**config.mk**
```make
export PLATFORM = sky130hd
export DESIGN_NAME = mem_access_flat
export DESIGN_NICKNAME = d
export VERILOG_FILES = /design/src/rtl/mem_access_pkg.sv /design/src/rtl/mem_access_if.sv /design/src/rtl/mem_access.sv /design/src/flat_wrapper.sv
export SDC_FILE = /design/constraint.sdc
export NUM_CORES = 1
export LEC_CHECK = 0
export ABC_AREA = 1
export BUFFER_PORTS_ARGS = -buffer_cell sky130_fd_sc_hd__clkbuf_2
export CORE_ASPECT_RATIO = 1.1
export CORE_UTILIZATION = 46
export DETAILED_ROUTE_END_ITERATION = 8
export HOLD_SLACK_MARGIN = 0.03
export PLACE_DENSITY = 0.81
export SETUP_SLACK_MARGIN = 0.4
export SYNTH_ARGS = -nofsm -noshare
export SYNTH_HDL_FRONTEND = slang
export SYNTH_SLANG_ARGS = --single-unit
```
**constraint.sdc**
```tcl
create_clock -name clk -period 2.1 [get_ports clk]
set_clock_uncertainty 0.05 [all_clocks]
set_input_delay 0.315 -clock clk [delete_from_list [all_inputs] [get_ports clk]]
set_output_delay 0.315 -clock clk [all_outputs]
set_load 0.03 [all_outputs]
```
**src/rtl/mem_access_pkg.sv**
```systemverilog
// Shared encodings for the MEM-stage memory responder.
package mem_access_pkg;

  // Request opcodes on mem_memrw; 2'b11 is treated as idle.
  localparam logic [1:0] MemRwIdle  = 2'b00;
  localparam logic [1:0] MemRwRead  = 2'b01;
  localparam logic [1:0] MemRwWrite = 2'b10;

  localparam logic RstEnable = 1'b1;
  localparam logic StallYes  = 1'b1;

  typedef enum logic [1:0] {
    MemStIdle   = 2'b00,
    MemStSetup  = 2'b01,
    MemStAccess = 2'b10,
    MemStDone   = 2'b11
  } mem_st_e;

  function automatic logic is_mem_op(input logic [1:0] rw);
    return (rw == MemRwRead) || (rw == MemRwWrite);
  endfunction

endpackage

```
**src/rtl/mem_access_if.sv**
```systemverilog
// Pipeline-side request/write-back bundle plus the asynchronous SRAM bus.
interface mem_access_if;

  logic        stall;
  logic [1:0]  mem_memrw;
  logic [15:0] mem_memaddr;
  logic [15:0] mem_memdata;
  logic [15:0] mem_wdata;
  logic [3:0]  mem_waddr;
  logic        mem_we;

  logic [15:0] wb_wdata;
  logic [3:0]  wb_waddr;
  logic        wb_we;
  logic        stallreq;

  logic [15:0] ram_addr;
  logic [15:0] ram_wdata;
  logic [15:0] ram_rdata;
  logic        ram_ce_n;
  logic        ram_oe_n;
  logic        ram_we_n;

  // Pipeline and SRAM side (drives requests, returns read data).
  modport master (
    output stall, mem_memrw, mem_memaddr, mem_memdata, mem_wdata, mem_waddr, mem_we,
    output ram_rdata,
    input  wb_wdata, wb_waddr, wb_we, stallreq,
    input  ram_addr, ram_wdata, ram_ce_n, ram_oe_n, ram_we_n
  );

  // Memory responder side.
  modport slave (
    input  stall, mem_memrw, mem_memaddr, mem_memdata, mem_wdata, mem_waddr, mem_we,
    input  ram_rdata,
    output wb_wdata, wb_waddr, wb_we, stallreq,
    output ram_addr, ram_wdata, ram_ce_n, ram_oe_n, ram_we_n
  );

endinterface

```
**src/rtl/mem_access.sv**
```systemverilog
// MEM-stage responder: runs loads/stores against an async SRAM through a
// setup/strobe/done sequence and freezes the pipeline while it is busy.
module mem_access
  import mem_access_pkg::*;
#(
  parameter int unsigned WAIT_CYCLES = 1,
  parameter int unsigned CNT_W       = 4
) (
  input logic         clk,
  input logic         rst,
  mem_access_if.slave bus
);

  mem_st_e           state_q, state_d;
  logic              op_wr_q, op_wr_d;
  logic [CNT_W-1:0]  cnt_q, cnt_d;
  logic [15:0]       rdata_q, rdata_d;
  logic [15:0]       ram_addr_q, ram_addr_d;
  logic [15:0]       ram_wdata_q, ram_wdata_d;
  logic              ce_n_q, ce_n_d;
  logic              oe_n_q, oe_n_d;
  logic              we_n_q, we_n_d;

  // Next-state logic for the access sequencer and its registered SRAM strobes.
  always_comb begin
    state_d     = state_q;
    op_wr_d     = op_wr_q;
    cnt_d       = cnt_q;
    rdata_d     = rdata_q;
    ram_addr_d  = ram_addr_q;
    ram_wdata_d = ram_wdata_q;
    ce_n_d      = ce_n_q;
    oe_n_d      = oe_n_q;
    we_n_d      = we_n_q;
    unique case (state_q)
      MemStIdle: begin
        if (is_mem_op(bus.mem_memrw)) begin
          op_wr_d     = (bus.mem_memrw == MemRwWrite);
          ram_addr_d  = bus.mem_memaddr;
          ram_wdata_d = bus.mem_memdata;
          ce_n_d      = 1'b0;
          state_d     = MemStSetup;
        end
      end
      MemStSetup: begin
        if (op_wr_q) begin
          we_n_d = 1'b0;
        end else begin
          oe_n_d = 1'b0;
        end
        cnt_d   = CNT_W'(WAIT_CYCLES - 1);
        state_d = MemStAccess;
      end
      MemStAccess: begin
        if (cnt_q == '0) begin
          if (!op_wr_q) begin
            rdata_d = bus.ram_rdata;
          end
          ce_n_d  = 1'b1;
          oe_n_d  = 1'b1;
          we_n_d  = 1'b1;
          state_d = MemStDone;
        end else begin
          cnt_d = cnt_q - CNT_W'(1);
        end
      end
      MemStDone: begin
        // Hold the result while the pipeline is stalled so it is not re-executed.
        if (bus.stall != StallYes) begin
          state_d = MemStIdle;
        end
      end
      default: state_d = MemStIdle;
    endcase
  end

  // State registers; synchronous reset aborts any access in flight.
  always_ff @(posedge clk) begin
    if (rst == RstEnable) begin
      state_q     <= MemStIdle;
      op_wr_q     <= 1'b0;
      cnt_q       <= '0;
      rdata_q     <= '0;
      ram_addr_q  <= '0;
      ram_wdata_q <= '0;
      ce_n_q      <= 1'b1;
      oe_n_q      <= 1'b1;
      we_n_q      <= 1'b1;
    end else begin
      state_q     <= state_d;
      op_wr_q     <= op_wr_d;
      cnt_q       <= cnt_d;
      rdata_q     <= rdata_d;
      ram_addr_q  <= ram_addr_d;
      ram_wdata_q <= ram_wdata_d;
      ce_n_q      <= ce_n_d;
      oe_n_q      <= oe_n_d;
      we_n_q      <= we_n_d;
    end
  end

  // Stall request and write-back bundle; non-memory ops pass through untouched.
  always_comb begin
    bus.stallreq = 1'b0;
    bus.wb_wdata = bus.mem_wdata;
    bus.wb_waddr = bus.mem_waddr;
    bus.wb_we    = bus.mem_we;
    unique case (state_q)
      MemStIdle:   bus.stallreq = is_mem_op(bus.mem_memrw);
      MemStSetup:  bus.stallreq = 1'b1;
      MemStAccess: bus.stallreq = 1'b1;
      MemStDone: begin
        if (!op_wr_q) begin
          bus.wb_wdata = rdata_q;
        end
      end
      default: bus.stallreq = 1'b0;
    endcase
  end

  assign bus.ram_addr  = ram_addr_q;
  assign bus.ram_wdata = ram_wdata_q;
  assign bus.ram_ce_n  = ce_n_q;
  assign bus.ram_oe_n  = oe_n_q;
  assign bus.ram_we_n  = we_n_q;

endmodule

```
**src/flat_wrapper.sv**
```systemverilog
// flat-port wrapper written by rule: the top's interface ports become plain ports
module mem_access_flat import mem_access_pkg::*;
#(
  parameter int unsigned WAIT_CYCLES = 1,
  parameter int unsigned CNT_W       = 4
)
  (clk, rst, bus_stall, bus_mem_memrw, bus_mem_memaddr, bus_mem_memdata, bus_mem_wdata, bus_mem_waddr, bus_mem_we, bus_ram_rdata, bus_wb_wdata, bus_wb_waddr, bus_wb_we, bus_stallreq, bus_ram_addr, bus_ram_wdata, bus_ram_ce_n, bus_ram_oe_n, bus_ram_we_n);
  mem_access_if bus_i ();
  input logic clk;
  input logic rst;
  input wire logic [$bits(bus_i.stall)-1:0] bus_stall;
  input wire logic [$bits(bus_i.mem_memrw)-1:0] bus_mem_memrw;
  input wire logic [$bits(bus_i.mem_memaddr)-1:0] bus_mem_memaddr;
  input wire logic [$bits(bus_i.mem_memdata)-1:0] bus_mem_memdata;
  input wire logic [$bits(bus_i.mem_wdata)-1:0] bus_mem_wdata;
  input wire logic [$bits(bus_i.mem_waddr)-1:0] bus_mem_waddr;
  input wire logic [$bits(bus_i.mem_we)-1:0] bus_mem_we;
  input wire logic [$bits(bus_i.ram_rdata)-1:0] bus_ram_rdata;
  output wire logic [$bits(bus_i.wb_wdata)-1:0] bus_wb_wdata;
  output wire logic [$bits(bus_i.wb_waddr)-1:0] bus_wb_waddr;
  output wire logic [$bits(bus_i.wb_we)-1:0] bus_wb_we;
  output wire logic [$bits(bus_i.stallreq)-1:0] bus_stallreq;
  output wire logic [$bits(bus_i.ram_addr)-1:0] bus_ram_addr;
  output wire logic [$bits(bus_i.ram_wdata)-1:0] bus_ram_wdata;
  output wire logic [$bits(bus_i.ram_ce_n)-1:0] bus_ram_ce_n;
  output wire logic [$bits(bus_i.ram_oe_n)-1:0] bus_ram_oe_n;
  output wire logic [$bits(bus_i.ram_we_n)-1:0] bus_ram_we_n;
  assign bus_i.stall = bus_stall;
  assign bus_i.mem_memrw = bus_mem_memrw;
  assign bus_i.mem_memaddr = bus_mem_memaddr;
  assign bus_i.mem_memdata = bus_mem_memdata;
  assign bus_i.mem_wdata = bus_mem_wdata;
  assign bus_i.mem_waddr = bus_mem_waddr;
  assign bus_i.mem_we = bus_mem_we;
  assign bus_i.ram_rdata = bus_ram_rdata;
  assign bus_wb_wdata = bus_i.wb_wdata;
  assign bus_wb_waddr = bus_i.wb_waddr;
  assign bus_wb_we = bus_i.wb_we;
  assign bus_stallreq = bus_i.stallreq;
  assign bus_ram_addr = bus_i.ram_addr;
  assign bus_ram_wdata = bus_i.ram_wdata;
  assign bus_ram_ce_n = bus_i.ram_ce_n;
  assign bus_ram_oe_n = bus_i.ram_oe_n;
  assign bus_ram_we_n = bus_i.ram_we_n;
  mem_access #(.WAIT_CYCLES(WAIT_CYCLES), .CNT_W(CNT_W)) u_core (.clk(clk), .rst(rst), .bus(bus_i));
endmodule
```
==> results.sh <==
export IMPL_coreArea_um2=5360
export IMPL_yosysSeqAreaShare=0.453
export IMPL_fin_tns_setup_ns=0
export IMPL_crit_arrival_ns=1.52
export IMPL_fin_area_um2=3860
export IMPL_ys_warn_count=0
export IMPL_ys_ff_latch=58
export IMPL_wl_per_cell_um=14.1
export IMPL_tightest_slew_ns=0.536
export IMPL_ctsLongestPathBuffers=2
export IMPL_grt_ovfl_total=0
export IMPL_clk_latency_ns=0.33
export IMPL_portBuffers=120
export IMPL_ir_worst_vdd_uv=858
export IMPL_ctsHoldBuffers=0
export IMPL_crit_type="flip-flop to primary output"
export IMPL_numCtsBuffers=9
export IMPL_first_global_vias=2560
export IMPL_fp_dieH_um=80.3
export IMPL_finalSetupViolations=0
export IMPL_ys_top_cells_by_area="dfxtp_1 (45%), nor2_1 (10%), mux2_2 (7.0%), nand2_1 (6.7%), o21ai_0 (6.4%)"
export IMPL_reg2regPathDepth=8
export IMPL_p_leak_nw=1.88
export IMPL_path_cells="ha_4 > nand2_8 > mux2_4 > buf_8"
export IMPL_dp_hpwl_mm=4.40
export IMPL_drtIter0Drc=147
export IMPL_die_width_um=73.2
export IMPL_required_ns=1.74
export IMPL_dr_pass1_iters=4
export IMPL_io_pins=131
export IMPL_vias_per_cell=4.92
export IMPL_dieArea_um2=5880
export IMPL_htreeDepth=3
export IMPL_ant_nets=0
export IMPL_fill_cells=394
export IMPL_cts_root_buf="clkbuf_8"
export IMPL_fin_crit_ns=1.89
export IMPL_final_layout_size_suffix_gt1_frac=0.470
export IMPL_start_kind="flip-flop"
export IMPL_ff_latch_area_um2=1170
export IMPL_vias=2600
export IMPL_clock_sinks=58
export IMPL_min_to="u_core.bus.ram_wdata[13]$_SDFFE_PP0P_"
export IMPL_slew_viol_final=0
export IMPL_critPathCaptureType="primary output"
export IMPL_reg2reg_to="u_core.rdata_q[0]$_SDFFE_PP0P_"
export IMPL_rr_startpoint="u_core.state_q[1]$_SDFFE_PP0P_"
export IMPL_multi_input_area_um2=1390
export IMPL_synth_cell_types=24
export IMPL_status="finished clean"
export IMPL_hold_path_class="primary input to flip-flop"
export IMPL_grt_first_pass_wirelength_mm=11.5
export IMPL_min_period_over_period=0.898
export IMPL_area_growth_pct=50.5
export IMPL_globalplace_congestion=0.798
export IMPL_avgSynthCellArea_um2=8.07
export IMPL_slew_headroom=0.642
export IMPL_clk_pin_slew_ns=0.07
export IMPL_drv_cap=0
export IMPL_yosysTopAreaCell="dfxtp_1"
export IMPL_syn_nets=401
export IMPL_antenna_found_initial=0
export IMPL_netlist_area_leader_share=0.453
export IMPL_grt_max_degree=39
export IMPL_cts_tree="done"
export IMPL_syn_area_um2=2560
export IMPL_worstHoldStart="bus_mem_memdata[13]"
export IMPL_placed_cell_area_um2=3200
export IMPL_fmax_mhz=530
export IMPL_cp_max_fo=8
export IMPL_diodes=0
export IMPL_crit_path_start="u_core.state_q[0]$_SDFFE_PP0P_"
export IMPL_grt_usage=0.262
export IMPL_synth_cells=318
export IMPL_hold_depth=3
export IMPL_rsz0062_at_grt="true"
export IMPL_initial_core_util=0.479
export IMPL_hold_viol=0
export IMPL_p_per_area_nw_per_um2=1410
export IMPL_routed_wl_mm=7.42
export IMPL_rows=28
export IMPL_final_nets=531
export IMPL_cpPeakStageDelay_ns=0.37
export IMPL_r2r_slack_ns=0.46
export IMPL_critPathSlowestCell="dfxtp_4"
export IMPL_drc=0
export IMPL_p_total_w=0.00546
cell usage after synthesis, drive strengths merged:
cell type	n
nor2	70
dfxtp	58
nand2	57
o21ai	36
a21oi	26
mux2	16
inv	15
buf	10
clkbuf	10
ha	9
nand3	7
clkinv	1
nand4	1
or2	1
xor2	1
through the flow:
stage	utilization	hold slack [ns]	setup WS [ns]	instances
floorplan	-	0.393	0.407	318
global placement	0.596	0.392	0.363	498
detailed placement	0.596	0.399	0.275	498
CTS	0.707	0.150	0.205	526
global route	0.720	0.151	0.179	528
finish	0.720	0.154	0.213	528
routing by layer:
layer,vias up,global-route usage,share of wire
met3,23,0.0615,0.047
met4,0,0.163,0.039
li1,1276,-,-
met2,93,0.448,0.52
met5,-,0,0
met1,1208,0.289,0.40
where the power goes:
group	leakage, nW	total, W	internal (W)	switching [W]
Combinational	1.28	0.00272	0.00105	0.00167
Sequential	0.478	0.00160	0.00143	0.000175
Clock	0.116	0.00114	0.000692	0.000447
worst max path at each step:
| stage | slack [ns] | cells past startpoint | end |
|---|---|---|---|
| after floorplan | 0.41 | 6 | bus_stallreq |
| after global placement | 0.36 | 4 | bus_wb_wdata[10] |
| after detailed placement | 0.27 | 4 | bus_wb_wdata[9] |
| after CTS | 0.21 | 4 | bus_wb_wdata[10] |
| after global routing | 0.18 | 4 | bus_wb_wdata[1] |
| final | 0.21 | 4 | bus_wb_wdata[6] |
worst max-delay path: cells and delay by family, from the launching register on:
| family | cells | cell delay [ns] |
|---|---|---|
| flip-flops | 1 | 0.37 |
| multiplexers | 1 | 0.34 |
| adder cells (fa/ha/maj) | 1 | 0.22 |
| buffers and inverters | 1 | 0.14 |
| AND/OR/NAND/NOR | 1 | 0.12 |
cell type report:
class / instances / area share
inverter: 16 / 0.0175
sequential: 58 / 0.303
multi-input combinational: 225 / 0.361
clock inverter: 6 / 0.0207
clock buffer: 10 / 0.0356
timing repair buffer: 138 / 0.238
tap: 75 / 0.0243
flip-flops by register name, indices dropped and copies added (netlist names):
name and count:
u_core.bus.ram_addr 16, u_core.bus.ram_ce_n 1, u_core.bus.ram_oe_n 1, u_core.bus.ram_wdata 16, u_core.bus.ram_we_n 1, u_core.cnt_q 4
u_core.op_wr_q 1, u_core.rdata_q 16, u_core.state_q 2
cells by family after synthesis:
logic type,share of synthesized area
DFF,0.453
and+or+nand+nor,0.225
xor gates and xnor gates,0.00342
muxes,0.0702
adders and majority gates,0.0439
buffers and inverters,0.0693
AOI/OAI and AO/OA,0.136
layout by cell type (no fill, tap or decap):
master / count
clkbuf_2: 103
nor2_1: 68
dfxtp_1: 56
nand2_1: 45
o21ai_0: 33
buf_8: 18
mux2_4: 16
buf_4: 15
a21oi_1: 14
nand2_2: 11
a21oi_2: 11
clkbuf_8: 10
inv_1: 8
nand3_1: 7
inv_2: 5
ha_1: 5
ha_4: 4
clkinv_2: 4
inv_4: 3
o21ai_1: 3
nor2_4: 2
nand2_8: 2
bufinv_16: 2
buf_6: 2
dfxtp_4: 2
a21oi_4: 1
or2_2: 1
xor2_1: 1
nand4_4: 1
timing repair:
item / 4_1_cts / 5_1_grt
resized for setup: 70 / 26
endpoints found under the setup margin: 17 / 45
pin swaps: 6 / 3
setup buffers: 11 / 2
gates cloned: 1 / 0
Note: power is estimated with default switching activity, not from simulation.
